## src/rtl/bus_resolver_if.sv

```systemverilog
// Bundle of the shared-bus signals between the driver agents and the resolver.
// The resolver takes the slave side; the agents side (or a bench) takes master.
interface bus_resolver_if #(
  parameter int WIDTH   = 8,
  parameter int NUM_DRV = 4,
  parameter int CNT_W   = 8
);
  logic [1:0]               mode;
  logic [NUM_DRV-1:0]       drv_en;
  logic [NUM_DRV*WIDTH-1:0] drv_data;
  logic                     clr_err;
  logic [WIDTH-1:0]         bus_out;
  logic                     bus_valid;
  logic                     float_flag;
  logic                     contention_flag;
  logic [CNT_W-1:0]         contention_cnt;
  logic [NUM_DRV-1:0]       grant;

  modport master (
    output mode, drv_en, drv_data, clr_err,
    input  bus_out, bus_valid, float_flag, contention_flag, contention_cnt, grant
  );

  modport slave (
    input  mode, drv_en, drv_data, clr_err,
    output bus_out, bus_valid, float_flag, contention_flag, contention_cnt, grant
  );
endinterface

```

## src/rtl/bus_resolver.sv

```systemverilog
// Registered shared-bus resolver: wired-AND, wired-OR, tri-state with contention
// tracking, or round-robin arbitrated ownership, selected per cycle by mode.
module bus_resolver #(
  parameter int WIDTH   = 8,
  parameter int NUM_DRV = 4,
  parameter int CNT_W   = 8
) (
  input  logic          clk,
  input  logic          rst,
  bus_resolver_if.slave bus
);
  localparam int IDX_W = (NUM_DRV > 1) ? $clog2(NUM_DRV) : 1;

  typedef enum logic [1:0] {
    MODE_WAND = 2'd0,
    MODE_WOR  = 2'd1,
    MODE_TRI  = 2'd2,
    MODE_ARB  = 2'd3
  } mode_e;

  logic [WIDTH-1:0]   drv_word [NUM_DRV];
  logic [WIDTH-1:0]   and_term [NUM_DRV];
  logic [WIDTH-1:0]   or_term  [NUM_DRV];
  logic [IDX_W-1:0]   rot_idx  [NUM_DRV];
  logic [NUM_DRV-1:0] rot_en;

  logic [WIDTH-1:0]   and_res;
  logic [WIDTH-1:0]   or_res;
  logic               any_en;
  logic               multi_en;
  logic               contention;
  logic [IDX_W-1:0]   arb_idx;
  logic [CNT_W-1:0]   cnt_base;

  logic [WIDTH-1:0]   bus_out_reg,   bus_out_next;
  logic               bus_valid_reg, bus_valid_next;
  logic               float_reg,     float_next;
  logic               cflag_reg,     cflag_next;
  logic [CNT_W-1:0]   ccnt_reg,      ccnt_next;
  logic [NUM_DRV-1:0] grant_reg,     grant_next;
  logic [IDX_W-1:0]   rr_last_reg,   rr_last_next;

  // Disabled drivers contribute the identity of each reduction, so the same
  // AND/OR results serve WAND, WOR and the TRI agreement test.
  // rot_idx[k] is the k-th candidate of the round-robin search after rr_last.
  for (genvar gi = 0; gi < NUM_DRV; gi++) begin : g_drv
    assign drv_word[gi] = bus.drv_data[gi*WIDTH +: WIDTH];
    assign and_term[gi] = bus.drv_en[gi] ? drv_word[gi] : {WIDTH{1'b1}};
    assign or_term[gi]  = bus.drv_en[gi] ? drv_word[gi] : {WIDTH{1'b0}};
    assign rot_idx[gi]  = IDX_W'((int'(rr_last_reg) + gi + 1) % NUM_DRV);
    assign rot_en[gi]   = bus.drv_en[rot_idx[gi]];
  end

  always_comb begin
    and_res = {WIDTH{1'b1}};
    or_res  = {WIDTH{1'b0}};
    for (int k = 0; k < NUM_DRV; k++) begin
      and_res = and_res & and_term[k];
      or_res  = or_res | or_term[k];
    end
  end

  // Lowest rotated position wins, i.e. the first enabled driver after rr_last.
  always_comb begin
    arb_idx = rot_idx[0];
    for (int k = NUM_DRV - 1; k >= 0; k--) begin
      if (rot_en[k]) arb_idx = rot_idx[k];
    end
  end

  assign any_en     = |bus.drv_en;
  assign multi_en   = |(bus.drv_en & (bus.drv_en - NUM_DRV'(1)));
  // Enabled drivers all agree exactly when their AND equals their OR.
  assign contention = multi_en && (and_res != or_res);
  assign cnt_base   = bus.clr_err ? {CNT_W{1'b0}} : ccnt_reg;

  always_comb begin
    bus_out_next   = bus_out_reg;
    bus_valid_next = 1'b0;
    float_next     = 1'b0;
    grant_next     = '0;
    rr_last_next   = rr_last_reg;
    cflag_next     = bus.clr_err ? 1'b0 : cflag_reg;
    ccnt_next      = cnt_base;

    if (!any_en) begin
      float_next = 1'b1;
    end else begin
      case (mode_e'(bus.mode))
        MODE_WAND: begin
          bus_out_next   = and_res;
          bus_valid_next = 1'b1;
        end
        MODE_WOR: begin
          bus_out_next   = or_res;
          bus_valid_next = 1'b1;
        end
        MODE_TRI: begin
          if (contention) begin
            cflag_next = 1'b1;
            if (cnt_base != {CNT_W{1'b1}}) ccnt_next = cnt_base + CNT_W'(1);
          end else begin
            bus_out_next   = or_res;
            bus_valid_next = 1'b1;
          end
        end
        MODE_ARB: begin
          grant_next[arb_idx] = 1'b1;
          bus_out_next        = drv_word[arb_idx];
          bus_valid_next      = 1'b1;
          rr_last_next        = arb_idx;
        end
      endcase
    end
  end

  always_ff @(posedge clk) begin
    if (rst) begin
      bus_out_reg   <= '0;
      bus_valid_reg <= 1'b0;
      float_reg     <= 1'b0;
      cflag_reg     <= 1'b0;
      ccnt_reg      <= '0;
      grant_reg     <= '0;
      rr_last_reg   <= IDX_W'(NUM_DRV - 1);
    end else begin
      bus_out_reg   <= bus_out_next;
      bus_valid_reg <= bus_valid_next;
      float_reg     <= float_next;
      cflag_reg     <= cflag_next;
      ccnt_reg      <= ccnt_next;
      grant_reg     <= grant_next;
      rr_last_reg   <= rr_last_next;
    end
  end

  assign bus.bus_out         = bus_out_reg;
  assign bus.bus_valid       = bus_valid_reg;
  assign bus.float_flag      = float_reg;
  assign bus.contention_flag = cflag_reg;
  assign bus.contention_cnt  = ccnt_reg;
  assign bus.grant           = grant_reg;
endmodule

```

## src/flat_wrapper.sv

```systemverilog
// flat-port wrapper written by rule: the top's interface ports become plain ports
module bus_resolver_flat 
#(
  parameter int WIDTH   = 8,
  parameter int NUM_DRV = 4,
  parameter int CNT_W   = 8
)
  (clk, rst, bus_mode, bus_drv_en, bus_drv_data, bus_clr_err, bus_bus_out, bus_bus_valid, bus_float_flag, bus_contention_flag, bus_contention_cnt, bus_grant);
  bus_resolver_if #(.WIDTH(WIDTH), .NUM_DRV(NUM_DRV), .CNT_W(CNT_W)) bus_i ();
  input  logic clk;
  input  logic rst;
  input wire logic [$bits(bus_i.mode)-1:0] bus_mode;
  input wire logic [$bits(bus_i.drv_en)-1:0] bus_drv_en;
  input wire logic [$bits(bus_i.drv_data)-1:0] bus_drv_data;
  input wire logic [$bits(bus_i.clr_err)-1:0] bus_clr_err;
  output wire logic [$bits(bus_i.bus_out)-1:0] bus_bus_out;
  output wire logic [$bits(bus_i.bus_valid)-1:0] bus_bus_valid;
  output wire logic [$bits(bus_i.float_flag)-1:0] bus_float_flag;
  output wire logic [$bits(bus_i.contention_flag)-1:0] bus_contention_flag;
  output wire logic [$bits(bus_i.contention_cnt)-1:0] bus_contention_cnt;
  output wire logic [$bits(bus_i.grant)-1:0] bus_grant;
  assign bus_i.mode = bus_mode;
  assign bus_i.drv_en = bus_drv_en;
  assign bus_i.drv_data = bus_drv_data;
  assign bus_i.clr_err = bus_clr_err;
  assign bus_bus_out = bus_i.bus_out;
  assign bus_bus_valid = bus_i.bus_valid;
  assign bus_float_flag = bus_i.float_flag;
  assign bus_contention_flag = bus_i.contention_flag;
  assign bus_contention_cnt = bus_i.contention_cnt;
  assign bus_grant = bus_i.grant;
  bus_resolver #(.WIDTH(WIDTH), .NUM_DRV(NUM_DRV), .CNT_W(CNT_W)) u_core (.clk(clk), .rst(rst), .bus(bus_i));
endmodule
```

## config.mk

```make
export PLATFORM = sky130hd
export DESIGN_NAME = bus_resolver_flat
export DESIGN_NICKNAME = d
export VERILOG_FILES = /design/src/rtl/bus_resolver_if.sv /design/src/rtl/bus_resolver.sv /design/src/flat_wrapper.sv
export SDC_FILE = /design/constraint.sdc
export NUM_CORES = 1
export LEC_CHECK = 0
export CAP_MARGIN = 30
export CORE_MARGIN = 5
export CORE_UTILIZATION = 52
export CTS_CLUSTER_DIAMETER = 150
export DETAILED_ROUTE_END_ITERATION = 8
export GPL_TIMING_DRIVEN = 0
export HOLD_SLACK_MARGIN = 0.06
export PLACE_DENSITY = 0.91
export SLEW_MARGIN = 30
export SYNTH_ARGS = -nofsm -noshare
export SYNTH_HDL_FRONTEND = slang
export SYNTH_SLANG_ARGS = --single-unit
```

## constraint.sdc

```tcl
create_clock -name clk -period 3.7 [get_ports clk]
set_input_delay 0.74 -clock clk [delete_from_list [all_inputs] [get_ports clk]]
set_output_delay 0.74 -clock clk [all_outputs]
set_load 0.005 [all_outputs]
```

# [After elaboration in Yosys (flattened, before gate mapping)]
# Cells that the tools add are included.
[classes] add_sub_neg=8 multipliers=0 n_div=0 order_cmp=7 eq_ne=6 n_shift=0 muxes=39 n_bitwise=10 n_reduce_logical=10
[ops] op="$mux 8" count=16
[ops] op="$pmux 8 s4" count=1
[ops] op="$and 8x8->8" count=3
[ops] op="$or 8x8->8" count=3
[ops] op="$bmux 8 s2" count=1
[ops] op="$lt 2x3->1 const B" count=5
[ops] op="$mux 1" count=11
[ops] op="$add 2x2->2 const B" count=5
[ops] op="$add 8x1->8 const B" count=1
[ops] op="$bmux 1 s2" count=4
[ops] op="$mux 2" count=4
[ops] op="$ne 8x8->1" count=1
[ops] op="$ne 8x8->1 const B" count=1
[ops] op="$reduce_or 4->1" count=2
[ops] op="$reduce_or 3->1" count=2
[ops] op="$and 4x4->4" count=1
[ops] op="$eq 2x2->1 const B" count=2
[ops] op="$reduce_and 2->1" count=2
[ops] op="$sub 4x1->4 const B" count=1
[ops] op="$ge 3x3->1 const B" count=1
[ops] op="$not 2->3" count=1
[ops] op="$add 2x1->2 const B" count=1
[ops] op="$demux 1 s2" count=1
[ops] op="$eq 2x1->1 const B" count=1
[ops] op="7 further kinds" count=9
[word_totals] ff_bits=25 latch_bits=0 ramBits=0 romBits=0 in_bits=41 output_inout_bits=23 word_cells=87 mem_count=0

# [Depth between registers and ports, before layout]
# Gate-level depths: netlist (run 1).
[logic_depth] ltp_word=13 depth_mapped=11 ltp_nobuf=8

# [Worst setup path after synthesis (run 1)]
# No wires, ideal clock.
[synth_path] path_kind="input -> register" start="input bus_drv_en[3]" end="register u_core.ccnt_reg[2] (netlist: u_core.bus.contention_cnt[2])" setup_ps=123 t_arrival_ps=2608 required_ps=3577 setup_slack_ps=969 stages=10 path_buffers=3 cell_sequence="buf_2 > buf_2 > a22o_1 > a221oi_2 > xnor2_1 > nand4_1 > or3_1 > buf_2 > nand3_1 > mux2_1"
[synth_via] elab_chain_cells=7 elab_cells_between_ends=13 classes_between="add/sub (1); eq/ne (1); mux (5); bitwise (3); reduce/logical (3)"
[synth_lines] element="from (decl)" line="flat_wrapper.sv:13" source="input wire logic [$bits(bus_i.drv_en)-1:0] bus_drv_en;"
[synth_lines] element="$sub 4x1->4 (tied with other cells)" line="bus_resolver.sv:72" source="assign multi_en = |(bus.drv_en & (bus.drv_en - NUM_DRV'(1)));"
[synth_lines] element="$and 4x4->4 (tied with other cells)" line="bus_resolver.sv:72"
[synth_lines] element="$reduce_or 4->1 / $ne 8x8->1 (equally long branches)" line="bus_resolver.sv:72, bus_resolver.sv:74"
[synth_lines] element="$logic_and 1x1->1" line="bus_resolver.sv:74" source="assign contention = multi_en && (and_res != or_res);"
[synth_lines] element="$mux 8" line="bus_resolver.sv:99" source="if (contention) begin"
[synth_lines] element="$mux 8" line="bus_resolver.sv:89" source="case (mode_e'(bus.mode))"
[synth_lines] element="$mux 8 *" line="bus_resolver.sv:86" source="if (!any_en) begin"
[synth_lines] element="to (signal assigned)" line="bus_resolver.sv:131" source="ccnt_reg <= ccnt_next;"
[synth_lines] element="to (decl)" line="bus_resolver.sv:39" source="logic [CNT_W-1:0] ccnt_reg, ccnt_next;"
# Every way passes the cells marked *; elsewhere a longest branch is shown, timed or not.
# A chain may end at the register's enable or synchronous reset.

# [Final worst setup path (run 1)]
[layout_path] start="input bus_drv_en[2]" end="register u_core.bus_out_reg[5] (netlist: u_core.bus.bus_out[5])"
[layout_via] elab_chain_cells=11 elab_cells_between_ends=32 classes_between="add/sub (1); eq/ne (2); mux (19); bitwise (6); reduce/logical (4)"
[layout_lines] element="$bmux 1 s2" line="bus_resolver.sv:51" source="assign rot_en[gi] = bus.drv_en[rot_idx[gi]];"
[layout_lines] element="$mux 1 (not written as such)" line="bus_resolver.sv:51"
[layout_lines] element="$mux 2 (4 in a row)" line="bus_resolver.sv:67" source="if (rot_en[k]) arb_idx = rot_idx[k];"
[layout_lines] element="$not 2->3 (not written as such)" line="bus_resolver.sv:109" source="bus_out_next = drv_word[arb_idx];"
[layout_lines] element="$bmux 8 s2" line="bus_resolver.sv:109"
[layout_lines] element="$mux 8 (not written as such) (2 in a row)" line="bus_resolver.sv:109"
[layout_lines] element="$pmux 8 s4" line="bus_resolver.sv:89"
[layout_lines] element="to (signal assigned)" line="bus_resolver.sv:127" source="bus_out_reg <= bus_out_next;"
[layout_lines] element="to (decl)" line="bus_resolver.sv:35" source="logic [WIDTH-1:0] bus_out_reg, bus_out_next;"
# Several ways; a longest one is shown, not always the timed one. The select of a mux whose other input is x is not followed.

==> results.yml, run 1 <==
yosys:
  synthesis.nets: 317
  post_synth_num_cell_types: 54
  synth-seq-area-share: 0.228
  synth-seq-cells: 25
  synthesis.yosys.warnings: 0
  asyncSetResetFlopFracSynth: 0
  avgSynthCellArea_sq_um: 8.08
  syn-instance-count: 272
  synth_edf_count: 0
  synthFlopType: "sky130_fd_sc_hd__dfxtp_1"
  mapped_area_sq_um: 2200
detailed_routing:
  via_per_inst: 6.20
  routedWlPerCell_um: 17.4
  drc_errors: 0
  drt_iter0_drc: 231
  dr_total_vias: 2392
  drt_first_pass_iters: 5
  postRouteWirelength_um: 6720
  route.antenna.remaining_nets: 0
worst_setup_path:
  critical_path.slowest_cell: "sky130_fd_sc_hd__a2111oi_0"
  startpoint_type: "input port"
  critical_path.startpoint: "bus_drv_en[2]"
  timing.rr.start: "u_core.rr_last_reg[0]"
  critical_path.most_common_cell: "sky130_fd_sc_hd__buf_2"
  end_kind: "flip-flop"
  cp.required_ns: 3.84
  worst-path-max-fanout: 10
  timing.setup.critical_path_class: "in2reg"
  critical-path-max-stage-delay_ns: 0.55
  crit_path_cell_trace: "clkdlybuf4s50_1, buf_2, buf_2, o32ai_1, a211oi_2, buf_4, mux2i_1, nor2_1, a2111oi_0, o41ai_1"
  cp.arrival_ns: 3.41
status:
  outcome: "finished, final reports clean"
floorplan:
  starting_density_of_the_core: 0.541
  design.core.area_sq_um: 4060
  fp.dieArea_sq_um: 5630
  ios: 64
  placement_rows: 23
  dieWidth_um: 75
  die_h_um: 75
place:
  place.detailed.hpwl_um: 5280
  port_buffers: 60
  place.gp.congestion: 0.932
  post-place-ws_ns: 0.225
timing:
  finalSetupTns_ns: 0
  fin_crit_sh: 0.884
  rsz0062_at_grt: "no"
  final_worst_setup_slack_ns: 0.428
  actual_slew_at_the_worst_max_slew_pin_ns: 0.609
  worst_clock_skew_ns: 0.00238
  max_slew_violation_total_from_the_final_report: 0
  timing.final.hold_violations: 0
  setup_viol: 0
  max_clock_freq_mhz: 306
  fin_crit_ns: 3.27
  slew_headroom: 0.584
power:
  combinational_share_of_power: 0.396
  max-vdd-ir-drop_uv: 243
  p_per_area_nw_per_um2: 260
  internal_power_mw: 0.513
  leakage_nw: 1.15
  power_switching_share: 0.321
  power.sequential.fraction: 0.393
  p_clk_frac: 0.211
  p_sw_mw: 0.242
cts:
  cts_sinks: 25
  cts.root.buffer_cell: "sky130_fd_sc_hd__clkbuf_8"
  cts_resized: 0
  cts_inserted_buffers: 3
  cts.path.max_buffers: 2
  cts_tree: "built"
  worstSkewPairLatency_ns: 0.27
  cts_setup_buffers: 0
  postCtsHoldBufs: 0
  clk_pin_slew_worst_paths_ns: 0.08
  h-tree-depth: 1
grt:
  grt_start_max_net_pins: 14
  grt_overflow: 0
  grt_pass1_wl_um: 10900
  grt_usage: 0.248
  first_global_vias: 2291
  number_of_antenna_violations_at_the_first_check_in_global_routing: 0
final_layout:
  layout-drive-gt1-share: 0.0863
  insertedDiodeCount: 0
  flow.area_growth_from_synthesis_pct: 32.2
  nets: 382
min_path:
  hp-class: "reg2reg"
  worst_hold_startpoint: "u_core.bus.contention_flag"
run:
  cap_viol_max_count: 0
## power groups by stage
stage | logic [mW] | registers [mW] | clock network [mW]
after global routing | 0.322 | 0.298 | 0.176
after floorplan | 0.173 | 0.302 | 0
after detailed placement | 0.294 | 0.303 | 0
after global placement | 0.287 | 0.302 | 0
final | 0.299 | 0.297 | 0.159
after CTS | 0.295 | 0.297 | 0.163
## worst max-delay path, delay by kind of cell
family | cells | cell delay [ns]
AOI/OAI and AO/OA | 4 | 1.04
and+or+nand+nor | 1 | 0.05
buffers and inverters | 4 | 1.37
muxes | 1 | 0.20
## final timing paths
check                                    end  slack [ns]  depth (start not counted)
hold / removal    u_core.bus.contention_flag        0.49                          2
setup reg to reg       u_core.bus.bus_out[5]        1.31                          8
setup / recovery       u_core.bus.bus_out[5]        0.43                         10
hold reg to reg   u_core.bus.contention_flag        0.49                          2
## synthesized netlist by cell type (2+ instances only)
cell | number | area share
sky130_fd_sc_hd__dfxtp_1 | 25 | 0.23
sky130_fd_sc_hd__nand2b_1 | 24 | 0.068
sky130_fd_sc_hd__nor2_1 | 24 | 0.041
sky130_fd_sc_hd__mux2i_1 | 20 | 0.091
sky130_fd_sc_hd__nand2_1 | 18 | 0.031
sky130_fd_sc_hd__nor2b_1 | 14 | 0.040
sky130_fd_sc_hd__a21oi_1 | 12 | 0.027
sky130_fd_sc_hd__inv_1 | 8 | 0.014
sky130_fd_sc_hd__o21ai_0 | 8 | 0.018
sky130_fd_sc_hd__nand3_1 | 7 | 0.016
sky130_fd_sc_hd__buf_2 | 6 | 0.014
sky130_fd_sc_hd__nand4b_1 | 6 | 0.024
sky130_fd_sc_hd__a22oi_1 | 5 | 0.017
sky130_fd_sc_hd__clkbuf_1 | 5 | 0.0085
sky130_fd_sc_hd__nand4_1 | 5 | 0.014
sky130_fd_sc_hd__o221ai_1 | 5 | 0.020
sky130_fd_sc_hd__a21o_1 | 4 | 0.014
sky130_fd_sc_hd__buf_6 | 4 | 0.020
sky130_fd_sc_hd__ha_1 | 4 | 0.023
sky130_fd_sc_hd__o2111ai_1 | 4 | 0.016
sky130_fd_sc_hd__o41ai_1 | 4 | 0.016
sky130_fd_sc_hd__or3_1 | 4 | 0.011
sky130_fd_sc_hd__a221oi_2 | 3 | 0.020
sky130_fd_sc_hd__a22o_1 | 3 | 0.012
sky130_fd_sc_hd__a31oi_1 | 3 | 0.0085
sky130_fd_sc_hd__and3_1 | 3 | 0.0085
sky130_fd_sc_hd__buf_4 | 3 | 0.010
sky130_fd_sc_hd__nor3_1 | 3 | 0.0068
sky130_fd_sc_hd__xnor2_1 | 3 | 0.012
sky130_fd_sc_hd__a211o_1 | 2 | 0.0080
sky130_fd_sc_hd__a211oi_1 | 2 | 0.0068
sky130_fd_sc_hd__a211oi_2 | 2 | 0.011
sky130_fd_sc_hd__a221oi_1 | 2 | 0.0080
sky130_fd_sc_hd__a31o_1 | 2 | 0.0080
sky130_fd_sc_hd__mux2_1 | 2 | 0.010
sky130_fd_sc_hd__nand2_2 | 2 | 0.0057
sky130_fd_sc_hd__o2111a_1 | 2 | 0.010
sky130_fd_sc_hd__o22ai_1 | 2 | 0.0057
sky130_fd_sc_hd__or2_2 | 2 | 0.0057
## cell usage in the layout (no fill, tap or decap), types with 4 or more instances in the layout
cell type	n
sky130_fd_sc_hd__clkbuf_1	6
sky130_fd_sc_hd__nand2_1	18
sky130_fd_sc_hd__buf_2	6
sky130_fd_sc_hd__nand4_1	5
sky130_fd_sc_hd__o41ai_1	4
sky130_fd_sc_hd__a21o_1	4
sky130_fd_sc_hd__mux2i_1	20
sky130_fd_sc_hd__o221ai_1	5
sky130_fd_sc_hd__dfxtp_1	25
sky130_fd_sc_hd__ha_1	4
sky130_fd_sc_hd__nand2b_1	24
sky130_fd_sc_hd__o2111ai_1	4
sky130_fd_sc_hd__buf_6	4
sky130_fd_sc_hd__o21ai_0	8
sky130_fd_sc_hd__nor2b_1	14
sky130_fd_sc_hd__or3_1	4
sky130_fd_sc_hd__a21oi_1	12
sky130_fd_sc_hd__nor2_1	24
sky130_fd_sc_hd__nand3_1	7
sky130_fd_sc_hd__clkdlybuf4s50_1	60
sky130_fd_sc_hd__a22oi_1	5
sky130_fd_sc_hd__nand4b_1	6
sky130_fd_sc_hd__inv_1	8
## metal layers
layer / routed length (um) / GRT usage / vias up / part of all wire
met5: 0 / 0 / - / 0
met2: 3420 / 0.428 / 101 / 0.51
met3: 423 / 0.0454 / 16 / 0.063
li1: - / - / 1158 / -
met1: 2740 / 0.316 / 1117 / 0.41
met4: 134 / 0.0652 / 0 / 0.020
## cells by family after synthesis
logic type,Yosys count,synth area share
xor gates and xnor gates,4,0.0159
adders and majority gates,5,0.0273
DFF,25,0.228
buffers and inverters,26,0.0666
muxes,22,0.101
AOI/OAI and AO/OA,75,0.277
and+or+nand+nor,115,0.284
## through the flow
step / instances / instance area [sq um] / utilization / power, mW / hold WS [ns]
after detailed placement: 382 / 2860 / 0.705 / 0.598 / 0.473
after global placement: 382 / 2860 / 0.705 / 0.589 / 0.468
after CTS: 386 / 2910 / 0.716 / 0.755 / 0.485
after floorplan: 272 / 2200 / - / 0.475 / 0.464
after global routing: 386 / 2910 / 0.716 / 0.796 / 0.494
final: 386 / 2910 / 0.716 / 0.755 / 0.486
## area by class of cell
type | count | area (sq um)
Clock buffer | 4 | 45.0
Timing Repair Buffer | 60 | 601
Sequential cell | 25 | 500
Buffer | 18 | 116
Tap cell | 50 | 62.6
Multi-Input combinational cell | 221 | 1550
Inverter | 8 | 30.0
Fill cell | 327 | 1150
No activity file was read; power rests on OpenSTA's default activity.
==> run 2, diff against run 1 <==
--- a/config.mk
+++ b/config.mk
@@ -11,7 +11,7 @@
 export CTS_CLUSTER_DIAMETER = 150
 export DETAILED_ROUTE_END_ITERATION = 8
 export GPL_TIMING_DRIVEN = 0
-export HOLD_SLACK_MARGIN = 0.06
+export HOLD_SLACK_MARGIN = 0.02
 export PLACE_DENSITY = 0.91
 export SLEW_MARGIN = 30
 export SYNTH_ARGS = -nofsm -noshare
==> results of run 2 <==
Final layout, timing and power as in run 1 (identical DEF).
